$ cat src/rtl/vga_rect_filler.sv
`default_nettype none
// ============================================================================
// Module      : vga_rect_filler
// Description : Draws one clipped rectangle per start command, one pixel per
//               clock, on the VGA adapter x/y/colour/plot interface. Supports
//               solid, cycling-colour, checkerboard and full-screen clear fills,
//               with abort and a done/busy handshake.
// Revision    : 1.0 - initial release
// ============================================================================
module vga_rect_filler #(
  parameter int X_W   = 8,
  parameter int Y_W   = 7,
  parameter int X_MAX = 159,
  parameter int Y_MAX = 119,
  parameter int COL_W = 3
) (
  input  logic             CLOCK_50,
  input  logic             reset,
  input  logic             start,
  input  logic             abort,
  input  logic [1:0]       mode,
  input  logic [X_W-1:0]   x0,
  input  logic [Y_W-1:0]   y0,
  input  logic [X_W-1:0]   w,
  input  logic [Y_W-1:0]   h,
  input  logic [COL_W-1:0] colour_in,
  output logic [X_W-1:0]   x,
  output logic [Y_W-1:0]   y,
  output logic [COL_W-1:0] colour,
  output logic             plot,
  output logic             busy,
  output logic             done,
  output logic [15:0]      pixel_count
);

  localparam logic [X_W:0]     c_x_max   = (X_W+1)'(X_MAX);
  localparam logic [Y_W:0]     c_y_max   = (Y_W+1)'(Y_MAX);
  localparam logic [X_W-1:0]   c_x_one   = X_W'(1);
  localparam logic [Y_W-1:0]   c_y_one   = Y_W'(1);
  localparam logic [COL_W-1:0] c_col_one = COL_W'(1);
  localparam logic [COL_W-1:0] c_col_top = {COL_W{1'b1}};
  localparam logic [1:0]       c_mode_solid   = 2'd0;
  localparam logic [1:0]       c_mode_cycle   = 2'd1;
  localparam logic [1:0]       c_mode_clear   = 2'd2;
  localparam logic [1:0]       c_mode_checker = 2'd3;

  typedef enum logic [1:0] {
    S_IDLE = 2'd0,
    S_DRAW = 2'd1,
    S_DONE = 2'd2
  } state_t;

  state_t             state_q, state_d;
  logic [1:0]         mode_q, mode_d;
  logic [X_W-1:0]     xs_q, xs_d, xe_q, xe_d, cx_q, cx_d, x_q, x_d;
  logic [Y_W-1:0]     ys_q, ys_d, ye_q, ye_d, cy_q, cy_d, y_q, y_d;
  logic [COL_W-1:0]   col_q, col_d, cc_q, cc_d, colour_q, colour_d;
  logic               plot_q, plot_d, busy_q, busy_d, done_q, done_d;
  logic [15:0]        count_q, count_d;

  logic [X_W:0]       x_end_raw;
  logic [Y_W:0]       y_end_raw;
  logic [X_W-1:0]     xs_n, xe_n;
  logic [Y_W-1:0]     ys_n, ye_n;
  logic [COL_W-1:0]   col_n, pix_col;
  logic               empty_n;

  // Clip the requested geometry against the screen; clear mode forces full screen.
  always_comb begin
    x_end_raw = {1'b0, x0} + {1'b0, w} - {{X_W{1'b0}}, 1'b1};
    y_end_raw = {1'b0, y0} + {1'b0, h} - {{Y_W{1'b0}}, 1'b1};
    xs_n      = x0;
    ys_n      = y0;
    xe_n      = (x_end_raw > c_x_max) ? c_x_max[X_W-1:0] : x_end_raw[X_W-1:0];
    ye_n      = (y_end_raw > c_y_max) ? c_y_max[Y_W-1:0] : y_end_raw[Y_W-1:0];
    empty_n   = (w == '0) || (h == '0) || ({1'b0, x0} > c_x_max) || ({1'b0, y0} > c_y_max);
    col_n     = colour_in;
    if (mode == c_mode_clear) begin
      xs_n    = '0;
      ys_n    = '0;
      xe_n    = c_x_max[X_W-1:0];
      ye_n    = c_y_max[Y_W-1:0];
      empty_n = 1'b0;
      col_n   = '0;
    end
  end

  // Colour of the pixel at the current scan position.
  always_comb begin
    pix_col = col_q;
    case (mode_q)
      c_mode_solid:   pix_col = col_q;
      c_mode_cycle:   pix_col = cc_q;
      c_mode_clear:   pix_col = '0;
      c_mode_checker: pix_col = (cx_q[0] ^ cy_q[0]) ? '0 : col_q;
      default:        pix_col = col_q;
    endcase
  end

  // Next-state logic: scan counters run one cycle ahead of the registered pixel outputs.
  always_comb begin
    state_d  = state_q;
    mode_d   = mode_q;
    xs_d     = xs_q;
    xe_d     = xe_q;
    ys_d     = ys_q;
    ye_d     = ye_q;
    col_d    = col_q;
    cx_d     = cx_q;
    cy_d     = cy_q;
    cc_d     = cc_q;
    x_d      = x_q;
    y_d      = y_q;
    colour_d = colour_q;
    plot_d   = 1'b0;
    busy_d   = 1'b0;
    done_d   = 1'b0;
    count_d  = count_q;
    if (plot_q && (count_q != 16'hFFFF)) begin
      count_d = count_q + 16'd1;
    end
    case (state_q)
      S_IDLE: begin
        // busy_q still high here right after a completion; such a start is dropped
        if (start && !busy_q) begin
          mode_d  = mode;
          xs_d    = xs_n;
          xe_d    = xe_n;
          ys_d    = ys_n;
          ye_d    = ye_n;
          col_d   = col_n;
          cx_d    = xs_n;
          cy_d    = ys_n;
          cc_d    = (col_n == '0) ? c_col_one : col_n;
          count_d = '0;
          state_d = empty_n ? S_DONE : S_DRAW;
        end
      end
      S_DRAW: begin
        if (abort && plot_q) begin
          // pixel on the bus at this edge is counted above; nothing further is shown
          done_d  = 1'b1;
          busy_d  = 1'b1;
          state_d = S_IDLE;
        end else begin
          x_d      = cx_q;
          y_d      = cy_q;
          colour_d = pix_col;
          plot_d   = 1'b1;
          busy_d   = 1'b1;
          cc_d     = (cc_q == c_col_top) ? c_col_one : cc_q + c_col_one;
          if (cy_q == ye_q) begin
            cy_d = ys_q;
            if (cx_q == xe_q) begin
              state_d = S_DONE;
            end else begin
              cx_d = cx_q + c_x_one;
            end
          end else begin
            cy_d = cy_q + c_y_one;
          end
        end
      end
      S_DONE: begin
        done_d  = 1'b1;
        busy_d  = 1'b1;
        state_d = S_IDLE;
      end
      default: state_d = S_IDLE;
    endcase
  end

  // State and output registers; reset clears everything immediately.
  always_ff @(posedge CLOCK_50 or posedge reset) begin
    if (reset) begin
      state_q  <= S_IDLE;
      mode_q   <= '0;
      xs_q     <= '0;
      xe_q     <= '0;
      ys_q     <= '0;
      ye_q     <= '0;
      col_q    <= '0;
      cx_q     <= '0;
      cy_q     <= '0;
      cc_q     <= '0;
      x_q      <= '0;
      y_q      <= '0;
      colour_q <= '0;
      plot_q   <= 1'b0;
      busy_q   <= 1'b0;
      done_q   <= 1'b0;
      count_q  <= '0;
    end else begin
      state_q  <= state_d;
      mode_q   <= mode_d;
      xs_q     <= xs_d;
      xe_q     <= xe_d;
      ys_q     <= ys_d;
      ye_q     <= ye_d;
      col_q    <= col_d;
      cx_q     <= cx_d;
      cy_q     <= cy_d;
      cc_q     <= cc_d;
      x_q      <= x_d;
      y_q      <= y_d;
      colour_q <= colour_d;
      plot_q   <= plot_d;
      busy_q   <= busy_d;
      done_q   <= done_d;
      count_q  <= count_d;
    end
  end

  assign x           = x_q;
  assign y           = y_q;
  assign colour      = colour_q;
  assign plot        = plot_q;
  assign busy        = busy_q;
  assign done        = done_q;
  assign pixel_count = count_q;

endmodule
`default_nettype wire

$ cat config.mk
export PLATFORM = sky130hd
export DESIGN_NAME = vga_rect_filler
export DESIGN_NICKNAME = d
export VERILOG_FILES = /design/src/rtl/vga_rect_filler.sv
export SDC_FILE = /design/constraint.sdc
export NUM_CORES = 1
export LEC_CHECK = 0
export CAP_MARGIN = 10
export CORE_MARGIN = 2
export CORE_UTILIZATION = 50
export CTS_CLUSTER_SIZE = 14
export DETAILED_ROUTE_END_ITERATION = 16
export PLACE_DENSITY = 0.85
export SLEW_MARGIN = 20
export SYNTH_ARGS = -nofsm -noshare
export SYNTH_HDL_FRONTEND = slang
export SYNTH_SLANG_ARGS = --single-unit
$ cat constraint.sdc
create_clock -name CLOCK_50 -period 2.6 [get_ports CLOCK_50]
set_input_delay 0.26 -clock CLOCK_50 [delete_from_list [all_inputs] [get_ports CLOCK_50]]
set_output_delay 0.26 -clock CLOCK_50 [all_outputs]
set_load 0.02 [all_outputs]
Word-level counts from Yosys, hierarchy flattened
Index checks and enable logic that the tools add are counted.
{ "classes": {"add_sub_neg": 8, "eq_ne": 16, "multipliers": 0, "shift": 0, "bitwise": 2, "div": 0, "n_lt_le_gt_ge": 4, "mux": 38, "reduce_logical": 19} }
{ "ops": {"columns": ["operator", "n"], "rows": [
  ["$mux W8", 7],
  ["$mux W16", 3],
  ["$mux W7", 6],
  ["$mux W3", 6],
  ["$add A16 B1 Y16 const B", 1],
  ["$ne A16 B16 Y1 const B", 1],
  ["$pmux W8 S2", 1],
  ["$pmux W7 S2", 1],
  ["$pmux W3 S4", 1],
  ["$mux W2", 5],
  ["$add A8 B8 Y9", 1],
  ["$gt A9 B8 Y1 const B", 1],
  ["$sub A9 B1 Y9 const B", 1],
  ["$add A7 B7 Y8", 1],
  ["$add A8 B1 Y8 const B", 1],
  ["$eq A2 B2 Y1 const B", 4],
  ["$eq A8 B8 Y1", 1],
  ["$gt A8 B7 Y1 const B", 1],
  ["$gt A8 B8 Y1 const B", 1],
  ["$logic_not A8 Y1", 1],
  ["$ne A2 B2 Y1 const B", 4],
  ["$sub A8 B1 Y8 const B", 1],
  ["$add A7 B1 Y7 const B", 1],
  ["$eq A7 B7 Y1", 1],
  ["22 further kinds", 35]
]} }
{ "word_totals": {"inputBits": 39, "word_cells": 103, "ff_bits": 84, "rom_bits": 0, "latchBits": 0, "mem_bits_rw": 0, "n_memories": 0} }

Depth between registers and ports, before layout
{ "depth": {"word_depth": 8, "mapped_depth": 12, "mapped_depth_nobuf": 12} }

Worst setup path after synthesis
Ideal clock, no wire load.
{ "synth_path": {"path_type": "in2reg", "startpoint": "in y0[1]", "endpoint": "reg ye_q[3]", "path_stages": 11, "slack_ps": 223, "required_time_ps": 2471, "arrival_ps": 2248, "setup_ps": 129, "cell_sequence": "inv_1 -> ha_1 -> inv_1 -> ha_1 -> fa_1 -> a211oi_1 -> o21bai_1 -> a21oi_1 -> mux2i_1 -> a31o_2 -> o21ai_0"} }
{ "synth_between": {"elab_chain_cells": 5} }
{ "synth_rtl": {"columns": ["element", "line", "rtl"], "rows": [
  ["from (decl)", "23", "input logic [Y_W-1:0] y0,"],
  ["$add A7 B7 Y8 (*)", "71", "y_end_raw = {1'b0, y0} + {1'b0, h} - {{Y_W{1'b0}}, 1'b1};"],
  ["$sub A8 B1 Y8 (*)", "71", null],
  ["$gt A8 B7 Y1", "75", "ye_n = (y_end_raw > c_y_max) ? c_y_max[Y_W-1:0] : y_end_raw[Y_W-1:0];"],
  ["$mux W7 (*)", "75", null],
  ["$mux W7 (*)", "78", "if (mode == c_mode_clear) begin"],
  ["to (signal assigned)", "199", "ye_q <= ye_d;"],
  ["to (decl)", "56", "logic [Y_W-1:0] ys_q, ys_d, ye_q, ye_d, cy_q, cy_d, y_q, y_d;"]
]} }
Every way passes the cells marked *; elsewhere a longest branch is shown, timed or not.
A chain may end at the register's enable or synchronous reset.

Worst setup path after layout
{ "layout_path": {"startpoint": "in w[1]", "endpoint": "reg xe_q[4]"} }
{ "layout_between": {"elab_chain_cells": 5} }
{ "layout_rtl": {"columns": ["element", "line", "rtl"], "rows": [
  ["from (decl)", "24", "input logic [X_W-1:0] w,"],
  ["$add A8 B8 Y9 (*)", "70", "x_end_raw = {1'b0, x0} + {1'b0, w} - {{X_W{1'b0}}, 1'b1};"],
  ["$sub A9 B1 Y9 (*)", "70", null],
  ["$gt A9 B8 Y1", "74", "xe_n = (x_end_raw > c_x_max) ? c_x_max[X_W-1:0] : x_end_raw[X_W-1:0];"],
  ["$mux W8 (*)", "74", null],
  ["$mux W8 (*)", "78", null],
  ["to (signal assigned)", "179", "xe_q <= '0;"],
  ["to (signal assigned)", "197", "xe_q <= xe_d;"],
  ["to (decl)", "55", "logic [X_W-1:0] xs_q, xs_d, xe_q, xe_d, cx_q, cx_d, x_q, x_d;"]
]} }
Marks and branches as above.

==> results.json <==
{
  "status": "complete, no violations",
  "post_route_wl_mm": 11.93,
  "crit_path_frequent_cell": "sky130_fd_sc_hd__inv_1",
  "comb_power_share_pct": 49.1,
  "clock-root-buffer": "sky130_fd_sc_hd__clkbuf_8",
  "num_rows": 37,
  "pwr-share-seq_pct": 35.9,
  "min_period_ps": 2499,
  "synth-async-reset-ratio_pct": 100.0,
  "post_syn_area_per_cell_um2": 9.273,
  "slew_violations": 0,
  "cell_type_with_the_largest_total_area_after_synthesis": "sky130_fd_sc_hd__dfrtp_1",
  "ios": 76,
  "grt_max_degree": 48,
  "drc": 0,
  "mostFrequentLayoutCells": "sky130_fd_sc_hd__dfrtp_1 (84), sky130_fd_sc_hd__clkdlybuf4s50_1 (73), sky130_fd_sc_hd__inv_1 (70), sky130_fd_sc_hd__nor2_1 (50), sky130_fd_sc_hd__nand2_1 (49)",
  "power_density_nw_per_um2": 956.8,
  "die_area_um2": 11200,
  "power_switching_share_pct": 39.99,
  "period_share_pct": 96.11,
  "clock_tree.buffer_depth": 2,
  "synth_warnings": 0,
  "required_ps": 2880,
  "layout.nets": 745,
  "layout-drive-gt1-share_pct": 14.41,
  "timing.critical_path.to_type": "flop",
  "ys_seq_area_share_pct": 40.55,
  "worstSetupStartpointType": "input port",
  "synth-edff-count": 0,
  "critical_path.n_buffers_inverters": 4,
  "die_w_um": 105.8,
  "worst-slew-pin-transition_ps": 572.1,
  "final_antenna_net_count": 0,
  "netlist.area_leader.share_pct": 40.55,
  "cpPeakStageDelay_ps": 500,
  "path_clk_slew_ps": 80,
  "place_inst": 790,
  "p_int_mw": 3.784,
  "drv.max_cap_violation_count": 0,
  "leakagePower_nw": 3.084,
  "htree_num_levels": 3,
  "regArea_um2": 2102,
  "cts.hold.buffers_added": 0,
  "timing.setup.critical_path_class": "in2reg",
  "grt_first_pass_wirelength_mm": 20.10,
  "crit_family": "adder cells",
  "cts_tree": "built",
  "syn_inst_count": 559,
  "slew_headroom_pct": 61.72,
  "timing.final.hold_violations": 0,
  "multi_input_gate_area_in_the_final_layout_um2": 2728,
  "clockPowerShare_pct": 15.0,
  "dieHeight_um": 105.8,
  "core_region_area_um2": 10180,
  "critical-path-slowest-cell": "sky130_fd_sc_hd__clkdlybuf4s50_1",
  "crit_arrival_ps": 2780,
  "avgViaCountPerCell": 5.377,
  "skew_ps": 14.04,
  "detail_route.first_pass.iterations": 4,
  "antenna_cells": 0,
  "place.gp.congestion": 0.8649,
  "insertion_delay_ps": 360,
  "synthesis.nets": 636,
  "finish.cell_count_without_fillers": 809,
  "cts_sinks": 84,
  "timing.final.ws_setup_ps": 101.2,
  "track_usage_pct": 22.32,
  "avgRoutedWirePerCell_um": 14.75,
  "vias": 4350,
  "layout.cells.most_common": "sky130_fd_sc_hd__dfrtp_1",
  "final.setup.tns_ps": 0,
  "final.hold.worst_slack_ps": 113.1,
  "crit_path_cell_trace": "clkdlybuf4s50_1 -> inv_1 -> ha_1 -> inv_1 -> ha_1 -> inv_1 -> fa_2 -> nor2b_2 -> o31ai_1 -> a21oi_1 -> xor2_1 -> a21oi_2 -> a21oi_1",
  "antenna_found_initial": 0,
  "initial_core_util_pct": 50.90,
  "most_instantiated_flip_flop_cell_in_the_synthesis_netlist": "sky130_fd_sc_hd__dfrtp_1",
  "design_power_total_mw": 6.305,
  "power.ir.vdd_worst_v": 0.0004571,
  "dp_worst_setup_slack_ps": -434.0,
  "post-dp-hpwl_mm": 9.275,
  "areaGrowthSynthToFinish_pct": 27.13,
  "critPathMaxFanout": 5,
  "synth.lib_cells_used.distinct": 61,
  "fillCellCount": 825,
  "cts_inserted_buffers": 9,
  "via_count_of_the_first_global_routing_pass": 4340,
  "initialDrtViolationCount": 373,
  "io_buffer_count": 75,
  "grt_remaining_overflow": 0,
  "reported_net_switching_power_mw": 2.521,
  "synth_area_um2": 5184,
  "max_freq_mhz": 400.2,
  "hp-class": "in2async",
  "total_of_flip_flops_plus_latches_after_synthesis": 84,
  "post_synth_main_area_contributors": "sky130_fd_sc_hd__dfrtp_1 (41%), sky130_fd_sc_hd__ha_1 (8.7%), sky130_fd_sc_hd__inv_1 (5.1%)",
  "setup_violations_final": 0
}
flip-flops by register name (all words and copies together) (netlist names), 2 cells and up:
signal,flops
cc_q,3
col_q,3
colour,3
cx_q,8
cy_q,7
mode_q,2
pixel_count,16
state_q,2
x,8
xe_q,8
y,7
ye_q,7
ys_q,7
worst reg2reg max path, delay by kind of cell, from the launching register on:
kind | cells | cell delay [ps]
AND/OR/NAND/NOR | 4 | 1080
flip-flops | 1 | 380
adder cells (fa/ha/maj) | 1 | 300
buffers and inverters | 2 | 270
AO/OA/AOI/OAI | 1 | 70
area by class of cell:
| type | count | area share [%] |
|---|---|---|
| Clock buffer | 13 | 2.411 |
| Multi-Input combinational cell | 382 | 41.39 |
| Inverter | 71 | 4.063 |
| Tap cell | 136 | 2.582 |
| Clock inverter | 3 | 0.6835 |
| Sequential cell | 84 | 31.90 |
| Timing Repair Buffer | 120 | 16.97 |
kinds of logic after synthesis:
| group | Yosys count | synth area share, % |
|---|---|---|
| and+or+nand+nor | 159 | 15.30 |
| AOI/OAI and AO/OA | 121 | 15.23 |
| buffers and inverters | 93 | 7.410 |
| DFF | 84 | 40.55 |
| xor gates and xnor gates | 41 | 7.072 |
| adders and majority gates | 38 | 9.462 |
| muxes | 23 | 4.972 |
cell usage after synthesis, types with 3 or more instances:
library cell                n
sky130_fd_sc_hd__dfrtp_1   84
sky130_fd_sc_hd__inv_1     71
sky130_fd_sc_hd__nor2_1    50
sky130_fd_sc_hd__nand2_1   49
sky130_fd_sc_hd__ha_1      36
sky130_fd_sc_hd__a21oi_1   33
sky130_fd_sc_hd__o21ai_0   29
sky130_fd_sc_hd__xor2_1    25
sky130_fd_sc_hd__mux2_2    18
sky130_fd_sc_hd__clkbuf_1  16
sky130_fd_sc_hd__xnor2_1   15
sky130_fd_sc_hd__nand3_1   12
sky130_fd_sc_hd__nand4_1    7
sky130_fd_sc_hd__o22a_1     7
sky130_fd_sc_hd__o31ai_1    7
sky130_fd_sc_hd__nor4_1     6
sky130_fd_sc_hd__a211oi_1   5
sky130_fd_sc_hd__a21o_1     5
sky130_fd_sc_hd__and3_1     5
sky130_fd_sc_hd__and4_1     5
sky130_fd_sc_hd__nor2b_1    5
sky130_fd_sc_hd__a22oi_1    4
sky130_fd_sc_hd__buf_6      4
sky130_fd_sc_hd__mux2i_1    4
sky130_fd_sc_hd__nor3_1     4
sky130_fd_sc_hd__o21a_1     4
sky130_fd_sc_hd__nand2b_1   3
sky130_fd_sc_hd__o41ai_1    3
per-layer routing:
layer	part of all wire [%]	vias up	track usage, %
met5	0	-	0
met3	5.3	17	2.474
met1	44	2064	29.54
met2	49	140	36.91
met4	1.7	0	10.06
li1	-	2129	-
per-stage QoR:
| step | utilization [%] | instance area [um^2] |
|---|---|---|
| finish | 64.71 | 6590 |
| global route | 64.71 | 6590 |
| CTS | 64.34 | 6553 |
| detailed placement | 62.17 | 6332 |
| global placement | 62.17 | 6332 |
| floorplan | - | 5184 |
timing repair:
item / 4_1_cts / 5_1_grt
endpoints found under the setup margin: 9 / 15
buffers inserted: 1 / 2
gates resized for setup: 2 / 8
pin swaps: 1 / 9
gates cloned: 0 / 0
power by group through the flow:
stage	Sequential [mW]	Combinational, mW	Clock [mW]
floorplan	2.36	1.95	0
global placement	2.26	2.90	0
detailed placement	2.29	3.04	0
CTS	2.26	3.08	0.969
global route	2.35	3.40	1.00
finish	2.26	3.09	0.947
final timing paths:
check / start / endpoint / slack [ps] / cells after the start
setup reg to reg: state_q[0] / xe_q[5] / 390 / 8
hold / removal: reset / pixel_count[14] / 110 / 2
setup / recovery: w[1] / xe_q[4] / 100 / 13
min in group CLOCK_50: y0[1] / ys_q[1] / 310 / 4
max in group asynchronous: reset / x[4] / 1880 / 3
hold reg to reg: col_q[0] / col_q[0] / 470 / 2
No activity file was read; power rests on OpenSTA's default activity.
